<file path="src/rtl/mem_bus_bridge.sv">
`default_nettype none
// ============================================================================
// Module   : mem_bus_bridge
// Brief    : Bridges the FemtoRV32 strobe/busy memory port to NUM_TARGETS
//            valid/ready peripheral channels with decode, timeout and error flag.
// Revision : 1.0 - initial release
// ============================================================================
module mem_bus_bridge #(
    parameter int NUM_TARGETS    = 4,
    parameter int ADDR_WIDTH     = 25,
    parameter int DATA_WIDTH     = 32,
    parameter logic [NUM_TARGETS*ADDR_WIDTH-1:0] TARGET_BASE =
        {25'h100_0000, 25'h0A0_0000, 25'h090_0000, 25'h080_0000},
    parameter logic [NUM_TARGETS*ADDR_WIDTH-1:0] TARGET_MASK =
        {25'h100_0000, 25'h0F0_0000, 25'h0F0_0000, 25'h0F0_0000},
    parameter int TIMEOUT_CYCLES = 1023,
    parameter logic [DATA_WIDTH-1:0] ERROR_RDATA = 32'hDEAD_BEEF
) (
    input  logic                              clk,
    input  logic                              resetn,
    input  logic [31:0]                       mem_addr,
    input  logic [DATA_WIDTH-1:0]             mem_wdata,
    input  logic [DATA_WIDTH/8-1:0]           mem_wmask,
    input  logic                              mem_rstrb,
    output logic [DATA_WIDTH-1:0]             mem_rdata,
    output logic                              mem_rbusy,
    output logic                              mem_wbusy,
    output logic [NUM_TARGETS-1:0]            t_valid,
    output logic [ADDR_WIDTH-1:0]             t_addr,
    output logic [DATA_WIDTH-1:0]             t_wdata,
    output logic [DATA_WIDTH/8-1:0]           t_wmask,
    input  logic [NUM_TARGETS*DATA_WIDTH-1:0] t_rdata,
    input  logic [NUM_TARGETS-1:0]            t_ready,
    output logic                              bus_error,
    output logic [ADDR_WIDTH-1:0]             err_addr,
    input  logic                              err_clear
);

    localparam int c_SEL_W  = (NUM_TARGETS > 1) ? $clog2(NUM_TARGETS) : 1;
    localparam int c_CNT_W  = (TIMEOUT_CYCLES > 0) ? $clog2(TIMEOUT_CYCLES + 1) : 1;
    localparam int c_MASK_W = DATA_WIDTH / 8;

    typedef enum logic [1:0] {
        S_IDLE   = 2'd0,
        S_ACTIVE = 2'd1,
        S_ERROR  = 2'd2
    } state_t;

    state_t                   r_state;
    state_t                   w_state_nxt;
    logic [NUM_TARGETS-1:0]   r_valid;
    logic [c_SEL_W-1:0]       r_sel;
    logic                     r_write;
    logic [ADDR_WIDTH-1:0]    r_addr;
    logic [DATA_WIDTH-1:0]    r_wdata;
    logic [c_MASK_W-1:0]      r_wmask;
    logic [DATA_WIDTH-1:0]    r_rdata;
    logic                     r_err;
    logic [ADDR_WIDTH-1:0]    r_err_addr;
    logic [c_CNT_W-1:0]       r_tcnt;

    logic [NUM_TARGETS-1:0]   w_match;
    logic                     w_hit;
    logic [c_SEL_W-1:0]       w_sel;
    logic                     w_wr;
    logic                     w_start;
    logic                     w_accept;
    logic                     w_ready_hit;
    logic                     w_timeout;
    logic                     w_err_set;
    logic [c_CNT_W-1:0]       w_tcnt_nxt;
    logic [DATA_WIDTH-1:0]    w_sel_rdata;

    assign w_wr        = |mem_wmask;
    assign w_start     = mem_rstrb | w_wr;
    assign w_tcnt_nxt  = r_tcnt + 1'b1;
    assign w_sel_rdata = t_rdata[r_sel*DATA_WIDTH +: DATA_WIDTH];

    generate
        if (ADDR_WIDTH < 32) begin : g_unused_addr
            logic w_unused_addr;
            assign w_unused_addr = &{1'b0, mem_addr[31:ADDR_WIDTH]};
        end
    endgenerate

    genvar gi;
    generate
        for (gi = 0; gi < NUM_TARGETS; gi++) begin : g_decode
            assign w_match[gi] =
                ((mem_addr[ADDR_WIDTH-1:0] & TARGET_MASK[gi*ADDR_WIDTH +: ADDR_WIDTH])
                 == TARGET_BASE[gi*ADDR_WIDTH +: ADDR_WIDTH]);
        end
    endgenerate

    // Scan downwards so the lowest matching index is the one left standing.
    always_comb begin
        w_hit = 1'b0;
        w_sel = '0;
        for (int i = NUM_TARGETS - 1; i >= 0; i--) begin
            if (w_match[i]) begin
                w_hit = 1'b1;
                w_sel = c_SEL_W'(i);
            end
        end
    end

    always_ff @(posedge clk or negedge resetn) begin
        if (!resetn) begin
            r_state <= S_IDLE;
        end else begin
            r_state <= w_state_nxt;
        end
    end

    // A ready drops valid at once; the state lingers one cycle in ACTIVE with
    // valid low so the CPU sees busy fall together with fresh read data.
    always_comb begin
        w_state_nxt = r_state;
        w_accept    = 1'b0;
        w_ready_hit = 1'b0;
        w_timeout   = 1'b0;
        w_err_set   = 1'b0;
        case (r_state)
            S_IDLE: begin
                if (w_start) begin
                    w_accept    = 1'b1;
                    w_state_nxt = w_hit ? S_ACTIVE : S_ERROR;
                end
            end
            S_ACTIVE: begin
                if (!(|r_valid)) begin
                    w_state_nxt = S_IDLE;
                end else if (t_ready[r_sel]) begin
                    w_ready_hit = 1'b1;
                end else if ((TIMEOUT_CYCLES != 0) &&
                             (w_tcnt_nxt == c_CNT_W'(TIMEOUT_CYCLES))) begin
                    w_timeout   = 1'b1;
                    w_err_set   = 1'b1;
                    w_state_nxt = S_IDLE;
                end
            end
            S_ERROR: begin
                w_err_set   = 1'b1;
                w_state_nxt = S_IDLE;
            end
            default: begin
                w_state_nxt = S_IDLE;
            end
        endcase
    end

    always_ff @(posedge clk or negedge resetn) begin
        if (!resetn) begin
            r_valid    <= '0;
            r_sel      <= '0;
            r_write    <= 1'b0;
            r_addr     <= '0;
            r_wdata    <= '0;
            r_wmask    <= '0;
            r_rdata    <= '0;
            r_err      <= 1'b0;
            r_err_addr <= '0;
            r_tcnt     <= '0;
        end else begin
            if (w_accept) begin
                r_addr  <= mem_addr[ADDR_WIDTH-1:0];
                r_wdata <= mem_wdata;
                r_wmask <= w_wr ? mem_wmask : '0;
                r_write <= w_wr;
                r_sel   <= w_sel;
                r_valid <= w_hit ? (NUM_TARGETS'(1) << w_sel) : '0;
                r_tcnt  <= '0;
            end else if (r_state == S_ACTIVE && (|r_valid)) begin
                r_tcnt <= w_tcnt_nxt;
            end

            if (w_ready_hit || w_timeout) begin
                r_valid <= '0;
            end

            if (w_ready_hit && !r_write) begin
                r_rdata <= w_sel_rdata;
            end else if (w_err_set && !r_write) begin
                r_rdata <= ERROR_RDATA;
            end

            // Clear beats a same-cycle error; only the first error keeps its address.
            if (err_clear) begin
                r_err      <= 1'b0;
                r_err_addr <= '0;
            end else if (w_err_set) begin
                r_err <= 1'b1;
                if (!r_err) begin
                    r_err_addr <= r_addr;
                end
            end
        end
    end

    assign mem_rbusy = (r_state != S_IDLE) & ~r_write;
    assign mem_wbusy = (r_state != S_IDLE) &  r_write;
    assign mem_rdata = r_rdata;
    assign t_valid   = r_valid;
    assign t_addr    = r_addr;
    assign t_wdata   = r_wdata;
    assign t_wmask   = r_wmask;
    assign bus_error = r_err;
    assign err_addr  = r_err_addr;

endmodule
`default_nettype wire

</file>
<file path="config.mk">
export PLATFORM = sky130hd
export DESIGN_NAME = mem_bus_bridge
export DESIGN_NICKNAME = d
export VERILOG_FILES = /design/src/rtl/mem_bus_bridge.sv
export SDC_FILE = /design/constraint.sdc
export NUM_CORES = 1
export LEC_CHECK = 0
export ABC_AREA = 1
export CAP_MARGIN = 10
export CORE_ASPECT_RATIO = 1.4
export CORE_MARGIN = 2
export CORE_UTILIZATION = 30
export DETAILED_ROUTE_END_ITERATION = 12
export SETUP_SLACK_MARGIN = 0.5
export SYNTH_ARGS = -nofsm -noshare
export SYNTH_HDL_FRONTEND = slang
export SYNTH_SLANG_ARGS = --single-unit
</file>
<file path="constraint.sdc">
create_clock -name clk -period 2.26 [get_ports clk]
set_clock_uncertainty 0.2 [all_clocks]
set_input_delay 0.565 -clock clk [delete_from_list [all_inputs] [get_ports clk]]
set_output_delay 0.565 -clock clk [all_outputs]
set_load 0.005 [all_outputs]
</file>
After elaboration in Yosys (flattened, before gate mapping)
Cells that the tools add are included.
W data, S select, Z words.

storage, ports and cells
  output and inout bits = 125
  logic and storage cells = 83
  bits in registers = 138

operators by class
  reductions and logical operators = 15
  order comparisons = 1
  equality and inequality tests = 10
  add/subtract/negate cells = 1
  mux-type cells = 39
  bitwise operators = 4
  shift operators = 2

operator list
  kind                     count
  $shiftx A128 B8 Y32      1
  $mux W25                 3
  $mux W32                 2
  $mux W10                 2
  $mux W2                  9
  $mux W1                  16
  $mux W4                  4
  $eq A4 B4 Y1 const B     3
  $add A10 B1 Y10 const B  1
  $eq A10 B10 Y1 const B   1
  $reduce_bool A2 Y1       5
  $reduce_or A4 Y1         2
  $ne A3 B3 Y1 const B     2
  $ne A2 B2 Y1 const B     2
  $pmux W2 S2              1
  $shl A1 B2 Y4 const A    1
  $logic_and A1 B1 Y1      3
  $lt A2 B3 Y1 const B     1
  $reduce_and A3 Y1        1
  $and A1 B1 Y1            2
  $bmux W1 S2              1
  $eq A2 B1 Y1 const B     1
  $eq A2 B2 Y1 const B     1
  $logic_not A2 Y1         1
  6 further kinds          6

Depth between registers and ports, before layout
  word-level depth = 9
  gate-level depth with buffers = 16
  depth with buffers taken out = 15

Worst setup path after synthesis
OpenSTA, ideal clock, no wires.

  path type = input to register
  start point = input port mem_wmask[0]
  end point = register r_addr[19] (netlist: t_addr[19])
  cell stages on the path = 8
  path slack = 0.132 ns
  data required time = 1.927 ns
  setup time = 0.133 ns
  data arrival time = 1.796 ns
  cells stage by stage = nor4_1 nand2_1 nand2_1 inv_1 clkbuf_1 clkbuf_1 nand2_1 o21ai_0

on the way
  cells in the longest elaborated chain, start to end = 4

RTL lines
  what                    RTL line  text
  start: declaration      23        input logic [DATA_WIDTH/8-1:0] mem_wmask,
  $reduce_or A4 Y1        74        assign w_wr = |mem_wmask;
  $or A1 B1 Y1            75        assign w_start = mem_rstrb | w_wr;
  $mux W1                 125       if (w_start) begin
  $mux W1                 123       case (r_state)
  end signal: assignment  166       r_addr <= mem_addr[ADDR_WIDTH-1:0];
  end: declaration        54        logic [ADDR_WIDTH-1:0] r_addr;

Every way passes these cells.
A chain may end at the register's enable or synchronous reset.

Worst setup path in the final report
  start point = register r_tcnt[1]
  end point = register r_rdata[23] (netlist: mem_rdata[23])

on the way
  cells in the longest elaborated chain, start to end = 8

RTL lines
  what                          RTL line  text
  start: declaration            60        logic [c_CNT_W-1:0] r_tcnt;
  start signal: assignment      174       r_tcnt <= w_tcnt_nxt;
  $add A10 B1 Y10               76        assign w_tcnt_nxt = r_tcnt + 1'b1;
  $eq A10 B10 Y1                136       (w_tcnt_nxt == c_CNT_W'(TIMEOUT_CYCLES))) begin
  $mux W1                       135       end else if ((TIMEOUT_CYCLES != 0) &&
  $mux W1                       133       end else if (t_ready[r_sel]) begin
  $mux W1                       131       if (!(|r_valid)) begin
  $pmux W1 S2                   123
  $logic_and A1 B1 Y1           183       end else if (w_err_set && !r_write) begin
  $reduce_bool A2 Y1 (no line)  -
  end signal: assignment        182       r_rdata <= w_sel_rdata;
  end: declaration              57        logic [DATA_WIDTH-1:0] r_rdata;

Every way passes these cells.

==> impl_metrics.yaml <==
run_status:
  status: "finished, violations left"
  violations: "setup timing"
clocking:
  clockBufferDepth: 2
  worstSkewPairLatency_ns: 0.42
  cts_root_buffer: "clkbuf_16"
  cts_made_buffers: 17
  cts_sinks: 138
  clkSlewWorstSetupHoldPaths_ns: 0.07
  cts_tree: "yes"
  htree_levels: 4
placed_design:
  place_ws_ns: -0.397
  dp_cells: 1509
  gp_congestion: 0.814
  numPortBuffers: 321
  dp_hpwl_um: 18100
synth:
  synth_xor_area_share_pct: 0.129
  synth_nets: 1100
  synth_top_cell_area_share_pct: 50.7
  seq_area_frac_synth_pct: 50.7
  synthTopCellsByArea: "dfrtp_1 51%, nand2_1 16%, o21ai_0 7.1%, nor2_1 6.4%, nand3_1 4.9%"
  synth_top_family_by_area: "simple AND/OR/NAND/NOR gates"
  syn_area_mm2: 0.00681
  synth_compound_area_share_pct: 12.3
  ys_seq_elements: 138
  synth-simple-area-share_pct: 29.4
  syn_inst: 891
  synthMuxAreaShare_pct: 0
  yosysWarningCount: 0
  synth_cell_types: 26
  syn_avg_cell_area_um2: 7.64
  synthAdderAreaFrac_pct: 0.918
  yosys.area.top_type: "dfrtp_1"
setup_path:
  path_class: "register to register"
  cp_top_family: "simple AND/OR/NAND/NOR gates"
  startpoint_type: "register"
  required_ns: 2.41
  critPathBufInv: 1
  slowest_delay_ns: 0.41
  crit_chain: "ha_4 > nand2_4 > nor2_1 > nor2_1 > nor2_1 > nand2_1 > nor2_2 > nand3_2 > nand2_4 > nand3_4 > nand2_8 > clkbuf_16 > nand2_1 > nand2_1"
  crit_path_max_fanout: 6
  crit_slowest_cell: "dfrtp_2"
  end_kind: "register"
  ff2ff_setup_slack_ns: -0.02
  cp.arrival_ns: 2.43
final_layout:
  final_common_cell: "clkdlybuf4s50_1"
  final_net_count: 1501
  syn_to_final_growth_pct: 82.1
  drive_gt1_share_pct: 36.0
  final_cell_count_no_fill: 1606
  insertedDiodeCount: 0
  utilization_pct: 55.3
  final_cell_mix: "191 x clkdlybuf4s50_1, 176 x nand2_1, 134 x dfrtp_1"
  fillers: 2142
detailed_routing:
  wirelength_um: 26900
  via_per_inst: 4.75
  drc: 0
  via_count: 7630
  ant_nets: 0
  wl_per_cell_um: 16.8
  first_iter_violations: 249
  firstDrtPassIters: 7
grt:
  grt-ovfl-total: 0
  grt_pass1_wl_um: 40200
  grt_util_all_layers_pct: 21.1
  grt_max_degree: 66
  grt_pass1_vias: 7412
  grt_antenna_before_repair: 0
sta:
  maxSlewViolCount: 0
  min_period_over_period_pct: 101
  finalSetupViolations: 16
  timing_hold_violations_final: 0
  fin_crit_ns: 2.28
  rsz0062_at_grt: "yes"
  relSlewSlack_pct: 54.3
  fmax_mhz: 439
  tightest_slew_ns: 0.685
  timing.final.ws_setup_ns: -0.0197
die:
  die_w_um: 131
  start_util_pct: 30.3
  core_area_mm2: 0.0224
  die_h_um: 182
  die_area_mm2: 0.0239
  ios: 329
  fp-row-count: 65
power_and_ir_drop:
  leakagePower_nw: 5.96
  power_w: 0.0152
  peakVddDrop_v: 0.000971
  powerDensity_mw_per_mm2: 1230
worst_hold_path:
  hold_path.class: "register to register"
run:
  drv_cap: 0
[area by class of cell]
type / count / area (µm²) / share of cell area [%]
flip-flops and latches: 138 / 3460 / 27.9
repair buffers: 435 / 3910 / 31.5
clock inverters: 14 / 176 / 1.42
well taps: 301 / 377 / 3.04
clock buffers: 18 / 429 / 3.46
multi-input cells: 643 / 3820 / 30.8
inverters: 57 / 231 / 1.87
[path summary, 6_finish.rpt]
kind | cells past startpoint | from | to
min | 2 | t_wdata[31] | t_wdata[31]
min reg2reg | 2 | t_wdata[31] | t_wdata[31]
max in group asynchronous | 3 | resetn | err_addr[0]
max reg2reg | 14 | r_tcnt[1] | mem_rdata[23]
max | 14 | r_tcnt[1] | mem_rdata[23]
min in group asynchronous | 2 | resetn | mem_rdata[9]
[metal layers]
layer / track usage [%] / part of all wire, % / vias to the layer above
met4: 7.74 / 2.8 / 0
met5: 0 / 0 / -
li1: - / - / 3694
met1: 25.2 / 40 / 3640
met2: 36.4 / 52 / 250
met3: 5.75 / 5.8 / 46
[stage by stage]
step	hold WS [ns]	area [µm²]	TNS, ns
2_1_floorplan	0.0694	7010	0
3_3_place_gp	0.262	10700	-22.81
3_5_place_dp	0.264	10700	-23.06
4_1_cts	0.278	11200	0
5_1_grt	0.292	12400	-7.83
6_report	0.273	12400	-0.118
[where the power goes]
part / total [W] / internal, W / switching, W
sequential: 0.00416 / 0.00355 / 0.000609
combinational: 0.00818 / 0.00385 / 0.00433
clock: 0.00289 / 0.00168 / 0.00121
[logic make-up (layout without fill, tap and decap cells)]
logic type | Yosys count | count (layout)
buffers and inverters | 111 | 524
xor gates and xnor gates | 1 | 1
adders and majority gates | 5 | 5
DFF | 138 | 138
AOI/OAI and AO/OA | 145 | 145
and+or+nand+nor | 491 | 492
[sequential cells by signal (all words and copies together), names as in the netlist]
name	flops
r_sel	2
mem_rdata	32
bus_error	1
t_valid	4
r_write	1
t_addr	25
t_wdata	32
r_state	2
t_wmask	4
err_addr	25
r_tcnt	10
[repair_timing]
action	in CTS	in global routing
buffers inserted	39	11
pin swaps	15	36
hold buffers	1	0
hold endpoints to repair	41	0
resized for setup	539	254
endpoints found under the setup margin	263	127
gates cloned	1	13
[tightest hold or removal path, cell delays in order, from the launching register on]
cell and delay (ns):
dfrtp_1 0.34, nand2_1 0.05, nand2_1 0.05
[synthesized netlist by cell type, drive strengths merged]
| cell type | instances |
|---|---|
| nor3 | 2 |
| nand2 | 296 |
| nand3 | 70 |
| buf | 10 |
| clkinv | 2 |
| o31ai | 1 |
| xor2 | 1 |
| nand4 | 1 |
| nor2 | 119 |
| o221ai | 24 |
| dfrtp | 138 |
| nor4 | 3 |
| o21ai | 97 |
| a21oi | 8 |
| clkbuf | 44 |
| ha | 5 |
| inv | 55 |
| o22ai | 15 |
No activity file was read; power rests on OpenSTA's default activity.
==> variant 1 (config.mk and constraints unchanged) <==
The 3 states of `state_t` get a one-hot encoding in 3 bits.
--- a/src/rtl/mem_bus_bridge.sv
+++ b/src/rtl/mem_bus_bridge.sv
@@ -40,10 +40,10 @@
     localparam int c_CNT_W  = (TIMEOUT_CYCLES > 0) ? $clog2(TIMEOUT_CYCLES + 1) : 1;
     localparam int c_MASK_W = DATA_WIDTH / 8;
 
-    typedef enum logic [1:0] {
-        S_IDLE   = 2'd0,
-        S_ACTIVE = 2'd1,
-        S_ERROR  = 2'd2
+    typedef enum logic [2:0] {
+        S_IDLE   = 3'b001,
+        S_ACTIVE = 3'b010,
+        S_ERROR  = 3'b100
     } state_t;
 
     state_t                   r_state;
Function: same outputs for any inputs over 4 cycles, from zero or initial values and one cycle with resetn low; so few cycles prove little.
==> variant 1 against the original RTL <==
Setup slack better by 47 ps. Wire length is 4.8% higher. Cell area is 1.8% higher. Total power is 1.3% lower. Register-to-register slack better by 60 ps. Sequential cell count is 1 higher. Fmax is 2.1% higher. Die area is 0.77% lower. Synthesized area is 0.79% lower.
==> variant 1: results <==
metrics = {
    "status": {
        "status": "complete, no violations",
    },
    "grt": {
        "antenna_found_initial": 0,
        "use_met3_pct": 6.89,
        "grt_max_degree": 56,
        "grt_use_total_pct": 20.3,
        "grt_pass1_vias": 7063,
        "use_met2_pct": 35.4,
        "grtUsageMet1_pct": 23.1,
        "grt_pass1_wl_um": 37300,
    },
    "placed_design": {
        "dp_hpwl_um": 17700,
        "portBuffers": 321,
        "place_inst": 1471,
        "gp_congestion": 0.803,
    },
    "yosys": {
        "synth-compound-area-share_pct": 10.5,
        "synthDistinctLibCells": 27,
        "synth_area_leaders": "dfrtp_1, nand2_1, o21ai_0",
        "ys_seq_area_share_pct": 51.5,
        "synthCells": 859,
        "synthAdderAreaFrac_pct": 0.370,
        "yosys_warnings": 0,
        "async_flop_share_pct": 100,
        "synth_common_cells": "nand2_1, dfrtp_1, o21ai_0",
        "synthMuxAreaShare_pct": 0,
        "syn-num-nets": 1065,
        "yosys.area_share.xor_xnor_pct": 0.130,
    },
    "setup_path": {
        "r2r-start": "r_tcnt[0]",
        "cpPeakStageDelay_ps": 530,
        "cp_max_fo": 3,
        "cp_slowest_cell": "dfstp_2",
        "cp-endpoint": "mem_wbusy",
        "timing.rr.end": "mem_rdata[10]",
        "crit_start": "r_state[0]",
        "rrSetupSlack_ps": 40,
        "worstPathArrival_ps": 1470,
        "worstSetupPathType": "flop to primary output",
    },
    "power": {
        "peakVddDrop_v": 0.000664,
        "p_leak_nw": 6.36,
    },
    "clock_tree": {
        "clk_latency_ps": 420,
        "clockRootBuffer": "clkbuf_16",
        "cts_buffers": 17,
        "path_clk_slew_ps": 60,
        "htreeDepth": 4,
    },
    "layout": {
        "fillers": 2106,
        "drive_gt1_share_pct": 38.5,
    },
    "detailed_routing": {
        "wl_per_cell_um": 17.6,
        "vias_per_cell": 4.77,
        "dr.pass1.iters": 4,
        "drt_iter0_markers": 276,
        "highest_layer": "met4",
        "met2WireLength_um": 14800,
        "wl_met1_um": 10300,
        "finalWirelength_um": 28200,
        "dr_wl_met3_um": 2170,
    },
    "run": {
        "drv_cap": 0,
    },
    "min_path": {
        "hp-class": "flop to flop",
    },
    "sta": {
        "relSlewSlack_pct": 63.8,
    },
}
variant 1: where the power goes:
part / switching (mW) / internal [mW] / leakage (nW) / total, mW
Clock: 1.08 / 1.57 / 0.266 / 2.65
Sequential: 0.719 / 3.42 / 1.77 / 4.14
Combinational: 4.26 / 3.99 / 4.33 / 8.25
Total: 6.06 / 8.98 / 6.36 / 15.0
variant 1: worst min path at each step:
stage | endpoint | cells past startpoint | from | slack, ps
after floorplan | bus_error | 0 | resetn | 70
after global placement | mem_rdata[15] | 2 | mem_rdata[15] | 250
after detailed placement | mem_rdata[17] | 2 | mem_rdata[17] | 260
after CTS | mem_rdata[24] | 2 | mem_rdata[24] | 270
after global routing | t_wmask[0] | 3 | mem_wmask[0] | 270
final | mem_rdata[17] | 2 | mem_rdata[17] | 260
variant 1: final cells by class:
cell class,instances,share of cell area [%]
Timing Repair Buffer,456,33.2
Multi-Input combinational cell,639,30.5
Sequential cell,139,27.6
Clock buffer,22,3.68
Tap cell,301,2.98
Inverter,33,1.08
Clock inverter,10,0.743
Timing Repair inverter,1,0.129
variant 1: timing repair:
item                                    in CTS  in global routing
buffers inserted                            35                 42
gates cloned                                 1                 19
pin swaps                                   14                 80
resized for setup                          324                379
hold endpoints to repair                    35                  0
hold buffers                                 1                  0
endpoints found under the setup margin     264                214
variant 1: per-stage QoR:
stage / setup TNS, ps / setup slack, ps / area [um^2] / utilization (%)
floorplan: 0 / 247 / 6810 / -
global placement: -24000 / -330 / 10500 / 47.1
detailed placement: -28640 / -333 / 10500 / 47.1
CTS: -312 / -31.8 / 11100 / 49.7
global route: -2700 / -82.4 / 12600 / 56.5
finish: 0 / 27.1 / 12600 / 56.5
variant 1: critical path: cells and delay by family (launching register included):
family / cells / cell delay, ps
DFF: 1 / 530
buffers and inverters: 4 / 310
and+or+nand+nor: 2 / 210
==> variant 2 (config.mk and constraints unchanged) <==
Without the edit above. The parameter `NUM_TARGETS` goes from 4 to 8.
--- a/src/rtl/mem_bus_bridge.sv
+++ b/src/rtl/mem_bus_bridge.sv
@@ -6,7 +6,7 @@
 // Revision : 1.0 - initial release
 // ============================================================================
 module mem_bus_bridge #(
-    parameter int NUM_TARGETS    = 4,
+    parameter int NUM_TARGETS    = 8,
     parameter int ADDR_WIDTH     = 25,
     parameter int DATA_WIDTH     = 32,
     parameter logic [NUM_TARGETS*ADDR_WIDTH-1:0] TARGET_BASE =
Ports: changed (resized t_rdata, t_ready and t_valid); port bits go from 329 to 465. The function was not compared with the original's and may differ.
==> variant 2 against the original RTL <==
Count of clock-buffer cells in the layout rose by 1. Synthesized area grew 19%. Sequential cell count is 4 higher. Cell area grew 21%. Total power increased by 9.4%. Setup slack gained 52 ps. Wire length up 40%.
==> variant 2: results <==
metrics = {
    "yosys": {
        "ys_seq_area_share_pct": 43.9,
        "yosys.area_share.xor_xnor_pct": 0.216,
        "synth-compound-area-share_pct": 16.4,
        "synthAdderAreaFrac_pct": 0.309,
    },
    "grt": {
        "antenna_found_initial": 4,
        "grtUsageMet1_pct": 28.8,
        "use_met3_pct": 7.20,
    },
    "clock_tree": {
        "cts_setup_buffers": 55,
    },
    "placed_design": {
        "portBuffers": 457,
        "gp_congestion": 0.883,
    },
    "sta": {
        "relSlewSlack_pct": 64.2,
        "final.hold.worst_slack_ps": 225,
        "fin_ws_ps": 32.0,
    },
    "min_path": {
        "hp-class": "input port to flop",
    },
    "detailed_routing": {
        "dr.pass1.iters": 5,
        "finalWirelength_um": 37700,
        "wl_met1_um": 14000,
    },
    "power": {
        "p_leak_nw": 7.28,
        "p_sw_mw": 7.13,
        "sequentialPower_mw": 4.11,
    },
    "status": {
        "status": "complete, no violations",
    },
    "layout": {
        "inverters": 41,
        "ff_latch_area_mm2": 0.00356,
        "signal_buffers": 615,
        "diodes": 2,
        "area_delta_synth_final_pct": 85.0,
        "clk_share_pct": 3.72,
        "nFlopsAndLatches": 142,
    },
}
## variant 2: cell count changes in the layout (fill, tap and decap cells not counted), moves of 49 or more
cell,unedited run,this run
o21ai_0,65,124
buf_2,119,70
nand2_2,67,11
nand2_1,176,376
clkdlybuf4s50_1,191,323
buf_4,69,119
## variant 2: path summary, 6_finish.rpt
check,from,to,cells after the start
setup / recovery,r_tcnt[0],err_addr[13],12
setup reg to reg,r_tcnt[0],err_addr[13],12
hold / removal,mem_wmask[0],t_wmask[0],3
min in group asynchronous,resetn,mem_rdata[3],2
hold reg to reg,t_wdata[14],t_wdata[14],2
max in group asynchronous,resetn,mem_rdata[9],3
## variant 2: kinds of logic (layout without fill, tap and decap cells)
logic type | Yosys count | count (layout)
AOI/OAI and AO/OA | 236 | 236
xor gates and xnor gates | 2 | 2
adders and majority gates | 2 | 2
buffers and inverters | 127 | 687
DFF | 142 | 142
other | 0 | 2
and+or+nand+nor | 634 | 635
